[src/rtl/video_pkg.sv]
// video_pkg: shared 640x480 VGA geometry, sync polarity defaults and coordinate/measurement widths
package video_pkg;
  localparam int H_ACTIVE = 640;
  localparam int H_TOTAL = 800;
  localparam int V_ACTIVE = 480;
  localparam int V_TOTAL = 525;
  localparam bit H_SYNC_ACT_LOW_DEF = 1'b1;
  localparam bit V_SYNC_ACT_LOW_DEF = 1'b1;
  localparam int COORD_W = 10;
  localparam int MEAS_W = 11;
endpackage

[src/rtl/sync_edge_detect.sv]
// sync_edge_detect: clk/reset(active-low sync); registers raw input normalised to asserted=1 (lvl) and flags its rise/fall
module sync_edge_detect
  import video_pkg::*;
#(
  parameter bit ACT_LOW = H_SYNC_ACT_LOW_DEF
) (
  input  logic clk,
  input  logic reset,
  input  logic raw,
  output logic lvl,
  output logic rise,
  output logic fall
);
  logic prev;
  always_ff @(posedge clk) begin
    if (!reset) begin
      lvl <= 1'b0;
      prev <= 1'b0;
    end else begin
      lvl <= raw ^ ACT_LOW;
      prev <= lvl;
    end
  end
  always_comb begin
    rise = lvl & ~prev;
    fall = ~lvl & prev;
  end
endmodule

[src/rtl/video_timing_decoder.sv]
// video_timing_decoder: clk/reset(active-low sync), h_sync/v_sync/DE in; pixel_valid/x/y/line_start/frame_start, h/v total+active, locked, timing_error out
module video_timing_decoder
  import video_pkg::*;
#(
  parameter bit H_SYNC_ACT_LOW = H_SYNC_ACT_LOW_DEF,
  parameter bit V_SYNC_ACT_LOW = V_SYNC_ACT_LOW_DEF,
  parameter int LOCK_FRAMES = 3,
  parameter int LINE_TIMEOUT = 2047
) (
  input  logic clk,
  input  logic reset,
  input  logic h_sync,
  input  logic v_sync,
  input  logic DE,
  output logic pixel_valid,
  output logic [COORD_W-1:0] x_pixel,
  output logic [COORD_W-1:0] y_pixel,
  output logic line_start,
  output logic frame_start,
  output logic [MEAS_W-1:0] h_total,
  output logic [MEAS_W-1:0] v_total,
  output logic [MEAS_W-1:0] h_active,
  output logic [MEAS_W-1:0] v_active,
  output logic locked,
  output logic timing_error
);
  localparam logic [COORD_W-1:0] C_MAX = '1;
  localparam logic [MEAS_W-1:0] M_MAX = '1;
  localparam logic [MEAS_W-1:0] TMO = MEAS_W'(LINE_TIMEOUT);
  localparam logic [3:0] LOCK_N = 4'(LOCK_FRAMES);
  logic h_lvl, h_rise, h_fall, v_lvl, v_rise, v_fall, de_lvl, de_rise, de_fall;
  logic [MEAS_W-1:0] h_cnt, a_cnt, v_cnt, h_frm;
  logic [3:0] lock_cnt, lock_nxt;
  logic h_chk, a_chk, frame_bad, started, have_ref;
  logic h_bad, a_bad, timeout, match, unused_ok;
  sync_edge_detect #(.ACT_LOW(H_SYNC_ACT_LOW)) u_h (.clk(clk), .reset(reset), .raw(h_sync), .lvl(h_lvl), .rise(h_rise), .fall(h_fall));
  sync_edge_detect #(.ACT_LOW(V_SYNC_ACT_LOW)) u_v (.clk(clk), .reset(reset), .raw(v_sync), .lvl(v_lvl), .rise(v_rise), .fall(v_fall));
  sync_edge_detect #(.ACT_LOW(1'b0)) u_de (.clk(clk), .reset(reset), .raw(DE), .lvl(de_lvl), .rise(de_rise), .fall(de_fall));
  always_comb begin
    unused_ok = ^{h_lvl, h_fall, v_lvl, v_fall};
    h_bad = h_rise & h_chk & ~v_rise & (h_cnt != h_total);
    a_bad = de_fall & a_chk & ~v_rise & (a_cnt != h_active);
    timeout = h_cnt >= TMO;
    // the first full frame after reset has no reference, so only its line consistency qualifies it
    match = ~frame_bad & (~have_ref | ((v_cnt == v_total) & (MEAS_W'(y_pixel) == v_active) & (h_total == h_frm)));
    lock_nxt = !match ? 4'd0 : (lock_cnt >= LOCK_N) ? LOCK_N : lock_cnt + 4'd1;
    line_start = pixel_valid & (x_pixel == '0);
    frame_start = line_start & (y_pixel == '0);
  end
  always_ff @(posedge clk) begin
    if (!reset) begin
      pixel_valid <= 1'b0;
      x_pixel <= '0;
      y_pixel <= '0;
      h_cnt <= '0;
      a_cnt <= '0;
      v_cnt <= '0;
      h_total <= '0;
      h_active <= '0;
      v_total <= '0;
      v_active <= '0;
      h_frm <= '0;
      lock_cnt <= '0;
      locked <= 1'b0;
      timing_error <= 1'b0;
      h_chk <= 1'b0;
      a_chk <= 1'b0;
      frame_bad <= 1'b0;
      started <= 1'b0;
      have_ref <= 1'b0;
    end else begin
      pixel_valid <= de_lvl;
      x_pixel <= de_rise ? '0 : (de_lvl && x_pixel != C_MAX) ? x_pixel + 1'b1 : x_pixel;
      y_pixel <= v_rise ? '0 : (de_fall && y_pixel != C_MAX) ? y_pixel + 1'b1 : y_pixel;
      h_cnt <= h_rise ? MEAS_W'(1) : (h_cnt != M_MAX) ? h_cnt + 1'b1 : h_cnt;
      a_cnt <= de_rise ? MEAS_W'(1) : (de_lvl && a_cnt != M_MAX) ? a_cnt + 1'b1 : a_cnt;
      v_cnt <= v_rise ? MEAS_W'(h_rise) : (h_rise && v_cnt != M_MAX) ? v_cnt + 1'b1 : v_cnt;
      if (h_rise) h_total <= h_cnt;
      if (de_fall) h_active <= a_cnt;
      h_chk <= v_rise ? 1'b0 : h_rise ? 1'b1 : h_chk;
      a_chk <= v_rise ? 1'b0 : de_fall ? 1'b1 : a_chk;
      frame_bad <= v_rise ? 1'b0 : frame_bad | h_bad | a_bad;
      timing_error <= 1'b0;
      if (v_rise) begin
        v_total <= v_cnt;
        v_active <= MEAS_W'(y_pixel);
        h_frm <= h_total;
        started <= 1'b1;
        have_ref <= started;
        if (started) begin
          timing_error <= ~match;
          lock_cnt <= lock_nxt;
          locked <= lock_nxt == LOCK_N;
        end
      end
      if (timeout) begin
        lock_cnt <= '0;
        locked <= 1'b0;
      end
    end
  end
endmodule

[config.mk]
export PLATFORM = sky130hd
export DESIGN_NAME = video_timing_decoder
export DESIGN_NICKNAME = d
export VERILOG_FILES = /design/src/rtl/video_pkg.sv /design/src/rtl/sync_edge_detect.sv /design/src/rtl/video_timing_decoder.sv
export SDC_FILE = /design/constraint.sdc
export NUM_CORES = 1
export LEC_CHECK = 0
export BUFFER_PORTS_ARGS = -buffer_cell sky130_fd_sc_hd__buf_2
export CAP_MARGIN = 40
export CELL_PAD_IN_SITES_DETAIL_PLACEMENT = 1
export CELL_PAD_IN_SITES_GLOBAL_PLACEMENT = 1
export CORE_UTILIZATION = 35
export CTS_BUF_LIST = sky130_fd_sc_hd__clkbuf_8
export CTS_CLUSTER_SIZE = 24
export DETAILED_ROUTE_END_ITERATION = 12
export MAX_ROUTING_LAYER = met4
export PLACE_DENSITY_LB_ADDON = 0.1
export SKIP_CTS_REPAIR_TIMING = 1
export SYNTH_ARGS = -nofsm -noshare
export SYNTH_HDL_FRONTEND = slang
export SYNTH_SLANG_ARGS = --single-unit
[constraint.sdc]
create_clock -name clk -period 3.7 [get_ports clk]
set_input_delay 0.37 -clock clk [delete_from_list [all_inputs] [get_ports clk]]
set_output_delay 0.37 -clock clk [all_outputs]
set_load 0.1 [all_outputs]
==> results.ini, run 1 <==
[status]
outcome = finished, final reports clean

[min_path]
min_to = u_h.lvl
min_from = h_sync
hold_path_depth = 2
min_path_type = in2reg

[drt]
wl_per_cell_um = 16.1
final_antenna_net_count = 0
drt_first_pass_iters = 4
avgViaCountPerCell = 5.00
wirelength_mm = 15.5
dr.first_iter.drc_count = 231
drc_errors = 0
vias = 4814

[logic_synthesis]
ys_warn_count = 0
synth_cells = 680
synth_edf_count = 0
ys_types = 45
synth_top_area_cell = dfxtp_1
syn_avg_cell_area_um2 = 8.46
synth_area_um2 = 5750
syn-num-nets = 693
async_flop_share = 0
synth_top_area_frac = 0.432
synth_seq_area_share = 0.432
yosys_most_used_dff = dfxtp_1
netlist_top_cells_area = dfxtp_1 43%, nand2_1 8.7%, xnor2_1 8.2%
ys_ff_latch = 124

[final_layout]
final_design_area_no_fill_um2 = 6660
fillers = 1916
drive_gt1_frac = 0.151
area_delta_synth_final_pct = 15.8
multi_input_area_um2 = 3030
n_antenna_cell = 0
nets = 746
seq_area_um2 = 2480
final_common_cell = nand2_1
final_cell_mix = 133 x nand2_1, 124 x dfxtp_1, 72 x buf_2, 56 x a21boi_0
final_util = 0.418

[worst_setup_path]
cpLargestDelayFamily = simple AND/OR/NAND/NOR gates
r2r_setup_slack_ns = 1.73
cp_slowest_cell = or4b_2
r2r_start = h_cnt[0]
critical_path.cell_chain = inv_1 -> ha_1 -> or4b_2 -> nor3_1 -> and3_1 -> buf_2
r2r-end = h_cnt[3]
cp-end-kind = primary output
worstSetupPathType = reg2out
crit_path_start_kind = flip-flop
critPathMaxStageDelay_ns = 0.58
cp.arrival_ns = 2.35
crit_required_ns = 3.33
path_buf_inv = 2
worst-path-max-fanout = 6
reg2reg_depth = 6

[clock_tree]
tritoncts = done
clk_pin_slew_ns = 0.07
ctsLongestPathBuffers = 2
clk_latency_ns = 0.44
numClockSinks = 124
root_buffer = clkbuf_8
cts_buffers = 17
htree_levels = 4

[pwr]
power_leakage_uw = 0.00261
peakVddDrop_uv = 203
power.density_nw_per_um2 = 418

[global_route]
grt_max_degree = 49
antenna_found_initial = 1
grt_util_all_layers = 0.203
grt_pass1_wl_mm = 25.5
grt-ovfl-total = 0
grt_pass1_vias = 4908

[placement]
io_buffers = 72
place_area_um2 = 6240
dp_hpwl_mm = 11.1
place.gp.congestion = 0.772

[timing]
maxSlewHeadroom = 0.499
drv_slew = 0
setup_violations = 0
worst_slew_pin_slew_ns = 0.750
clock.fmax_mhz = 368
clock_skew_ns = 0.0116
hold_viol_final = 0
min_period_ns = 2.72
whs_ns = 0.0847
grt_setup_unrepaired = no
fin_tns_setup_ns = 0
period_share = 0.735

[flow_run]
drv_cap = 0

[floorplan]
initial_core_util = 0.361
row_count = 46
die-height_um = 130
core_um2 = 15900
fp.dieArea_um2 = 17000
die_x_um = 130
top_level_ports = 74

## registers in the layout (all words and copies together) (netlist names)
signal / cells
v_active: 10
locked: 1
h_chk: 1
x_pixel: 10
u_h.prev: 1
u_h.lvl: 1
v_cnt: 11
h_frm: 11
y_pixel: 10
lock_cnt: 4
h_active: 11
u_v.lvl: 1
a_cnt: 11
h_cnt: 11
u_v.prev: 1
started: 1
h_total: 11
u_de.prev: 1
frame_bad: 1
timing_error: 1
u_de.lvl: 1
a_chk: 1
v_total: 11
have_ref: 1
## cells by family (layout without fill, tap and decap cells)
kind of cell,count (synthesis),count (layout),share of synthesized area
AND/OR/NAND/NOR,300,300,0.241
flip-flops,124,124,0.432
AO/OA/AOI/OAI,96,96,0.126
XOR/XNOR,85,85,0.129
buffers and inverters,59,125,0.0422
adder cells (fa/ha/maj),8,8,0.0174
multiplexers,7,7,0.0122
other,1,1,0.000652
## worst max-delay path by stage
stage                     slack (ns)       start  cells past startpoint     endpoint
after detailed placement        1.40    v_cnt[0]                      6     v_cnt[7]
final                           0.98  y_pixel[0]                      6  frame_start
after CTS                       0.94  y_pixel[0]                      6  frame_start
after global placement          1.46  y_pixel[0]                      6  frame_start
after floorplan                 0.40  x_pixel[2]                      4  frame_start
after global routing            0.86  y_pixel[0]                      6  frame_start
## routing by layer
layer  track usage  up-vias  routed length [um]
met4        0.0691        0                 192
met5             -        -                   0
met3        0.0410       16                 489
met1         0.255     2332                7490
li1              -     2389                   -
met2         0.325       77                7290
## worst register-to-register path, cell delays in order (launching register included)
cell and delay [ns]:
dfxtp_1 0.51, ha_1 0.27, nand4_1 0.16, or3_1 0.56
nand4_1 0.17, xor2_1 0.15, nor2_1 0.05
## layout make-up
cell class	instances	share of cell area
well taps	216	0.0406
clock buffers	21	0.0434
repair buffers	78	0.0614
clock inverters	11	0.0188
multi-input cells	497	0.455
flip-flops and latches	124	0.373
inverters	15	0.00845
## per-stage QoR
stage	cells	power, uW	setup WS [ns]
floorplan	680	1520	0.397
global placement	928	1560	1.46
detailed placement	929	1570	1.40
CTS	961	2820	0.943
global route	962	2900	0.861
finish	962	2790	0.982
## Yosys cell counts, types with 7 or more instances
master	n
nor4_1	14
nand4_1	19
a21boi_0	56
nor2_1	54
o21ai_0	8
nand2_1	133
a21oi_1	10
dfxtp_1	124
xnor2_1	54
nor3_1	22
ha_1	8
mux2i_1	7
xor2_1	31
clkbuf_1	29
buf_2	10
inv_1	15
and2_1	7
nand3_1	22
and3_1	7
## power breakdown
part           leakage, uW  internal [uW]  switching [uW]  total [uW]
registers          0.00100           1350            20.3        1370
clock network     0.000230            724             528        1250
logic              0.00137           45.7             120         166
total              0.00261           2120             669        2790
Power figures use the tool's default switching activity.
==> run 2, diff against run 1 <==
==> constraint.sdc (replaced) <==
create_clock -name clk -period 2.5 [get_ports clk]
set_input_delay 0.25 -clock clk [delete_from_list [all_inputs] [get_ports clk]]
set_output_delay 0.25 -clock clk [all_outputs]
set_load 0.1 [all_outputs]
==> run 2 against run 1 <==
Die area is the same. Highest routed layer unchanged. Final area up 2.1%. Via count is 0.75% higher. First-iteration DRC count is 25% lower. Global-route usage is 0.27 points lower. Wire length up 1.2%. Total power grew 49%. Largest cell class unchanged. Sequential power up 47%. Clock power rose by 49%.
==> results.ini, run 2 (synthesis gave the netlist of run 1 again) <==
[status]
outcome = finished, final reports clean

[pwr]
power_leakage_uw = 0.00266
power_uw = 4140
peakVddDrop_uv = 325
power.density_nw_per_um2 = 609

[global_route]
antenna_found_initial = 0
grt-ovfl-total = 0
grt_pass1_vias = 4910
grt_max_degree = 45
grt_util_all_layers = 0.201
grt_pass1_wl_mm = 25.2

[floorplan]
die_x_um = 130
die-height_um = 130
top_level_ports = 74
row_count = 46
core_um2 = 15900
fp.dieArea_um2 = 17000
initial_core_util = 0.361

[drt]
dr.first_iter.drc_count = 174
avgViaCountPerCell = 4.99
wirelength_mm = 15.6
vias = 4850
final_antenna_net_count = 0
wl_per_cell_um = 16.1
drc_errors = 0
drt_first_pass_iters = 4

[min_path]
min_path_type = in2reg

[worst_setup_path]
cp_slowest_cell = or4b_2
critical_path.cell_chain = inv_1 -> ha_1 -> or4b_2 -> nor3_2 -> and3_4 -> buf_12
worst-path-max-fanout = 6
crit_required_ns = 2.25
cp.arrival_ns = 2.17
r2r_setup_slack_ns = 0.49
critPathMaxStageDelay_ns = 0.60
cp-end-kind = primary output
crit_path_start_kind = flip-flop
worstSetupPathType = reg2out

[timing]
clock_skew_ns = 0.0138
drv_slew = 0
setup_violations = 0
worst_slew_pin_slew_ns = 0.726
min_period_ns = 2.42
maxSlewHeadroom = 0.515
hold_viol_final = 0
clock.fmax_mhz = 414
period_share = 0.966

[final_layout]
nets = 758
n_antenna_cell = 0
final_cell_mix = 133 x nand2_1, 122 x dfxtp_1, 71 x buf_2, 56 x a21boi_0
final_common_cell = nand2_1
final_design_area_no_fill_um2 = 6800
drive_gt1_frac = 0.169
area_delta_synth_final_pct = 18.3

[placement]
dp_hpwl_mm = 11.1
place_area_um2 = 6370
place.gp.congestion = 0.766
io_buffers = 72

[clock_tree]
htree_levels = 4
clk_pin_slew_ns = 0.07
numClockSinks = 124
clk_latency_ns = 0.45
root_buffer = clkbuf_8
ctsLongestPathBuffers = 2
tritoncts = done
cts_buffers = 17

[flow_run]
drv_cap = 0

## run 2: per-stage QoR
step | TNS, ns | setup WS, ns | hold slack, ns | utilization | instances
after floorplan | 0 | 0.0997 | 0.322 | - | 680
after global placement | 0 | 0.509 | 0.425 | 0.399 | 940
after detailed placement | 0 | 0.505 | 0.423 | 0.399 | 940
after CTS | -0.00632 | -0.00632 | -0.0551 | 0.425 | 970
after global routing | -0.0225 | -0.0225 | 0.00195 | 0.427 | 972
final | 0 | 0.0841 | 0.0275 | 0.427 | 972
## run 2: routing by layer
metal / up-vias / global-route usage / wire [um]
met4: 0 / 0.0547 / 165
met1: 2363 / 0.244 / 7390
li1: 2408 / - / -
met2: 63 / 0.333 / 7610
met5: - / - / 0
met3: 16 / 0.0459 / 472
## run 2: area by class of cell
cell class              instances  area (um^2)
fillers                      1930         9140
multi-input cells             497         3040
flip-flops and latches        124         2480
repair buffers                 90          541
clock buffers                  21          289
well taps                     216          270
clock inverters                 9          120
inverters                      15         56.3
## run 2: where the power goes
group	switching [uW]	internal (uW)
Combinational	184	81.4
Sequential	28.7	2000
Clock	786	1070
Total	999	3150
## run 2: worst paths after layout
kind                                  from     endpoint  cells after the start
worst max-delay path            y_pixel[0]  frame_start                      6
worst min-delay path                    DE     u_de.lvl                      2
worst max register to register    h_cnt[1]     h_cnt[3]                      6
worst min register to register    h_frm[5]     h_frm[5]                      2
## run 2: worst max-delay path: cells and delay by family, from the launching register on
kind	cells	cell delay, ns
adder cells (fa/ha/maj)	1	0.16
AND/OR/NAND/NOR	3	0.94
buffers and inverters	2	0.27
flip-flops	1	0.36
